[src/rtl/ex_pkg.sv]
// ex_pkg: shared widths, ALU opcodes and the execute-stage result record.
package ex_pkg;

    localparam int DATA_W = 32;
    localparam int REG_AW = 5;

    localparam logic [3:0] ALU_ADD = 4'd1;
    localparam logic [3:0] ALU_SUB = 4'd2;
    localparam logic [3:0] ALU_MUL = 4'd3;
    localparam logic [3:0] ALU_SLL = 4'd6;
    localparam logic [3:0] ALU_SRL = 4'd7;
    localparam logic [3:0] ALU_SLT = 4'd8;

    typedef struct packed {
        logic [REG_AW-1:0] rd;
        logic              wen;
        logic [DATA_W-1:0] result;
    } ex_result_t;

endpackage

[src/rtl/alu.sv]
// alu: combinational integer ALU; unknown opcodes produce zero.
module alu #(
    parameter int DATA_W = 32
) (
    input  logic [3:0]        op,
    input  logic [DATA_W-1:0] a,
    input  logic [DATA_W-1:0] b,
    output logic [DATA_W-1:0] y
);
    import ex_pkg::*;

    logic w_lt;

    assign w_lt = $signed(a) < $signed(b);

    always_comb begin
        y = (op == ALU_ADD) ? a + b :
            (op == ALU_SUB) ? a - b :
            (op == ALU_MUL) ? a * b :
            (op == ALU_SLL) ? a << b[4:0] :
            (op == ALU_SRL) ? a >> b[4:0] :
            (op == ALU_SLT) ? {{(DATA_W-1){1'b0}}, w_lt} :
                              '0;
    end

endmodule

[src/rtl/ex_stage.sv]
// ex_stage: registered execute stage with valid/ready handshake and
// operand bypassing from its own output register and the writeback port.
module ex_stage #(
    parameter int DATA_W = ex_pkg::DATA_W,
    parameter int REG_AW = ex_pkg::REG_AW
) (
    input  logic              clk,
    input  logic              rst_n,
    input  logic              flush,
    input  logic              in_valid,
    output logic              in_ready,
    input  logic [3:0]        in_alu_op,
    input  logic [REG_AW-1:0] in_rs1_addr,
    input  logic [REG_AW-1:0] in_rs2_addr,
    input  logic [DATA_W-1:0] in_rs1_data,
    input  logic [DATA_W-1:0] in_rs2_data,
    input  logic [DATA_W-1:0] in_imm,
    input  logic              in_use_imm,
    input  logic [REG_AW-1:0] in_rd,
    input  logic              in_wen,
    input  logic              wb_wen,
    input  logic [REG_AW-1:0] wb_rd,
    input  logic [DATA_W-1:0] wb_data,
    output logic              out_valid,
    input  logic              out_ready,
    output logic [REG_AW-1:0] out_rd,
    output logic              out_wen,
    output logic [DATA_W-1:0] out_result
);
    import ex_pkg::*;

    logic              r_valid;
    ex_result_t        r_res;
    logic              w_in_fire;
    logic              w_out_fire;
    logic              w_self_hit1;
    logic              w_self_hit2;
    logic [DATA_W-1:0] w_op1;
    logic [DATA_W-1:0] w_rs2;
    logic [DATA_W-1:0] w_op2;
    logic [DATA_W-1:0] w_alu_y;

    assign in_ready   = !r_valid || out_ready;
    assign w_in_fire  = in_valid && in_ready;
    assign w_out_fire = r_valid && out_ready;

    // The held result is the youngest value of its rd, so it wins over writeback.
    assign w_self_hit1 = r_valid && r_res.wen && (r_res.rd == in_rs1_addr);
    assign w_self_hit2 = r_valid && r_res.wen && (r_res.rd == in_rs2_addr);

    assign w_op1 = (in_rs1_addr == '0)                ? '0 :
                   w_self_hit1                        ? r_res.result :
                   (wb_wen && (wb_rd == in_rs1_addr)) ? wb_data :
                                                        in_rs1_data;
    assign w_rs2 = (in_rs2_addr == '0)                ? '0 :
                   w_self_hit2                        ? r_res.result :
                   (wb_wen && (wb_rd == in_rs2_addr)) ? wb_data :
                                                        in_rs2_data;
    assign w_op2 = in_use_imm ? in_imm : w_rs2;

    alu #(.DATA_W(DATA_W)) u_alu (
        .op (in_alu_op),
        .a  (w_op1),
        .b  (w_op2),
        .y  (w_alu_y)
    );

    always_ff @(posedge clk or negedge rst_n) begin
        if (!rst_n) begin
            r_valid <= 1'b0;
            r_res   <= '0;
        end else begin
            r_valid <= flush      ? 1'b0 :
                       w_in_fire  ? 1'b1 :
                       w_out_fire ? 1'b0 : r_valid;
            if (w_in_fire && !flush)
                r_res <= '{rd: in_rd, wen: in_wen && (in_rd != '0), result: w_alu_y};
        end
    end

    assign out_valid  = r_valid;
    assign out_rd     = r_res.rd;
    assign out_wen    = r_res.wen;
    assign out_result = r_res.result;

endmodule
[config.mk]
export PLATFORM = sky130hd
export DESIGN_NAME = ex_stage
export DESIGN_NICKNAME = d
export VERILOG_FILES = /design/src/rtl/ex_pkg.sv /design/src/rtl/alu.sv /design/src/rtl/ex_stage.sv
export SDC_FILE = /design/constraint.sdc
export NUM_CORES = 2
export LEC_CHECK = 0
export ABC_AREA = 0
export CAP_MARGIN = 30
export CORE_UTILIZATION = 45
export CTS_CLUSTER_DIAMETER = 200
export DETAILED_ROUTE_END_ITERATION = 8
export GPL_ROUTABILITY_DRIVEN = 0
export HOLD_SLACK_MARGIN = 0.06
export PLACE_DENSITY = 0.68
export SYNTH_ARGS = -nofsm -noshare
export SYNTH_HDL_FRONTEND = slang
export SYNTH_SLANG_ARGS = --single-unit
[constraint.sdc]
create_clock -name clk -period 22.6 [get_ports clk]
set_input_delay 4.52 -clock clk [delete_from_list [all_inputs] [get_ports clk]]
set_output_delay 4.52 -clock clk [all_outputs]
set_load 0.05 [all_outputs]
==> flow_summary.json <==
{
  "period_minus_slack_ps": 15280,
  "post_cts_buffers": 0,
  "antenna_found_initial": 2,
  "synth-xor-area-share": 0.0431,
  "grt.overflow.total": 0,
  "synth_flop_cell": "dfrtp_1",
  "arrival_ps": 15440,
  "cp_data_required_time_ps": 22760,
  "fin_cells": 3995,
  "min_path_type": "reg -> reg",
  "synthesis.area_um2": 24900,
  "grt_util_all_layers": 0.373,
  "cp_slowest_cell": "clkinv_1",
  "synth.avg_cell_area_um2": 7.73,
  "synth_top_family_by_area": "adder cells",
  "drive_above_1_share": 0.0397,
  "cts_tree": "built",
  "fp-row-count": 85,
  "dpl_worst_slack_ps": 7300,
  "cts_max_path_buffers": 2,
  "insertion_delay_ps": 290,
  "clkTransAtPathRegs_ps": 60,
  "status": "finished clean",
  "detailed_place_hpwl_um": 80600,
  "cts.sinks": 39,
  "met1Wirelength_um": 39600,
  "crit_top_cell": "fa_1",
  "die_h_um": 237,
  "max_slew_margin": 0.320,
  "syn-instance-count": 3216,
  "finalWorstSetupSlack_ps": 7320,
  "syn_to_final_growth_pct": 11.2,
  "fp.dieW_um": 237,
  "port-buffer-count": 199,
  "htreeDepth": 2,
  "synth_simple_gate_area_frac": 0.175,
  "hold_violations": 0,
  "yosys.area.top_type": "fa_1",
  "synth_edf_count": 0,
  "min_period_over_period": 0.676,
  "ys_warn_count": 0,
  "synth.area.top_cells": "fa_1 (33%), ha_1 (9.4%), nor2_1 (7.7%)",
  "wl_per_cell_um": 26.1,
  "routed_via_density": 6.25,
  "worst_pin_slew_ps": 1010,
  "layout_common_cells": "nor2_1 (508), inv_1 (452), fa_1 (410)",
  "drt_iter0_drc": 3656,
  "multiInputGateArea_um2": 21300,
  "grt_max_degree": 67,
  "slew_violations": 0,
  "highest_layer": "met5",
  "pin_count": 200,
  "end_kind": "flop",
  "cts-buffers-inserted": 5,
  "async_flop_share": 1.00,
  "fillers": 5312,
  "wl_um": 104000,
  "regArea_um2": 976,
  "synth.area.mux_share": 0.0416,
  "setup-tns-final_ps": 0,
  "critPathMaxStageDelay_ps": 780,
  "vias": 25000,
  "dp_cells": 3984,
  "hold_ws_ps": 581,
  "grt_pass1_wl_um": 157000,
  "drc": 0,
  "synth_top_area_share": 0.330,
  "skew_ps": 5.66,
  "synth_cell_types": 88,
  "wl_met3_um": 15400,
  "die_area_um2": 56200,
  "core_um2": 54200,
  "cts_root_buffer": "clkbuf_16",
  "wl_met2_um": 43300,
  "nets": 4053,
  "setup.worst_path.class": "in -> reg",
  "fmax_mhz": 65.5,
  "startpoint_type": "input pin",
  "synth-compound-area-share": 0.172,
  "ys_ff_latch": 39,
  "critPathMaxFanout": 37,
  "dr.pass1.iters": 9,
  "cts_resized": 0,
  "synthesis.nets": 3973,
  "synth-adder-area-share": 0.424,
  "rsz0062_at_grt": "false",
  "setup_viol": 0,
  "initial_core_util": 0.459,
  "synth-seq-area-share": 0.0392,
  "cts_hold_buffers": 0,
  "drtAntennaViolNets": 0,
  "final_common_cell": "nor2_1",
  "drv_cap": 0,
  "grt_pass1_vias": 25000
}
## metrics by stage
stage | cell area [um^2] | util
2_1_floorplan | 24900 | -
3_3_place_gp | 27400 | 0.506
3_5_place_dp | 27500 | 0.506
4_1_cts | 27600 | 0.509
5_1_grt | 27600 | 0.510
6_report | 27600 | 0.510
## final cells by class
class / instances / share of cell area
antenna: 2 / 0.000181
tap: 696 / 0.0315
timing repair buffer: 266 / 0.0910
clock buffer: 8 / 0.00566
multi-input combinational: 2510 / 0.772
sequential: 39 / 0.0353
inverter: 474 / 0.0644
## Yosys cell counts, types with 22 or more instances
| master | instances |
|---|---|
| a21oi_1 | 168 |
| xor2_1 | 27 |
| inv_1 | 454 |
| o21ai_0 | 132 |
| clkbuf_1 | 119 |
| a21o_1 | 27 |
| fa_1 | 410 |
| nor2_1 | 509 |
| a31oi_1 | 29 |
| nand2_1 | 344 |
| nand3_1 | 81 |
| buf_1 | 31 |
| a211oi_1 | 26 |
| nor3_1 | 27 |
| a221oi_1 | 25 |
| buf_2 | 37 |
| xnor2_1 | 89 |
| o21a_1 | 23 |
| dfrtp_1 | 39 |
| ha_1 | 187 |
| o22ai_1 | 22 |
| a211o_1 | 29 |
| mux2i_1 | 100 |
## registers in the layout, indices dropped and copies added, names as in the netlist
register	flops
out_valid	1
out_wen	1
out_rd	5
out_result	32
## critical path, delay by kind of cell
family,cells,cell delay (ps)
adder cells (fa/ha/maj),9,4210
AND/OR/NAND/NOR,5,1200
buffers and inverters,7,2790
XOR/XNOR,2,260
AO/OA/AOI/OAI,12,2380
## path summary, 6_finish.rpt
path,startpoint,endpoint,slack [ps],cells past startpoint
min reg2reg,out_wen,out_wen,580,2
max,in_rs2_addr[0],out_result[31],7320,35
min in group asynchronous,rst_n,out_result[16],4370,1
min,out_wen,out_wen,580,2
max in group asynchronous,rst_n,out_result[19],17670,1
max reg2reg,out_rd[0],out_result[31],11600,34
## cell families after synthesis
| family | Yosys count |
|---|---|
| AO/OA/AOI/OAI | 639 |
| XOR/XNOR | 119 |
| adder cells (fa/ha/maj) | 597 |
| buffers and inverters | 667 |
| flip-flops | 39 |
| multiplexers | 103 |
| AND/OR/NAND/NOR | 1052 |
## routing by layer
metal | global-route usage | up-vias
met3 | 0.129 | 375
met2 | 0.546 | 1833
li1 | - | 10600
met1 | 0.496 | 12100
met5 | 0 | -
met4 | 0.164 | 4
Power is left out: the tool's default activity adds up to more than one toggle a clock period on the data nets, which glitch-free logic cannot reach.
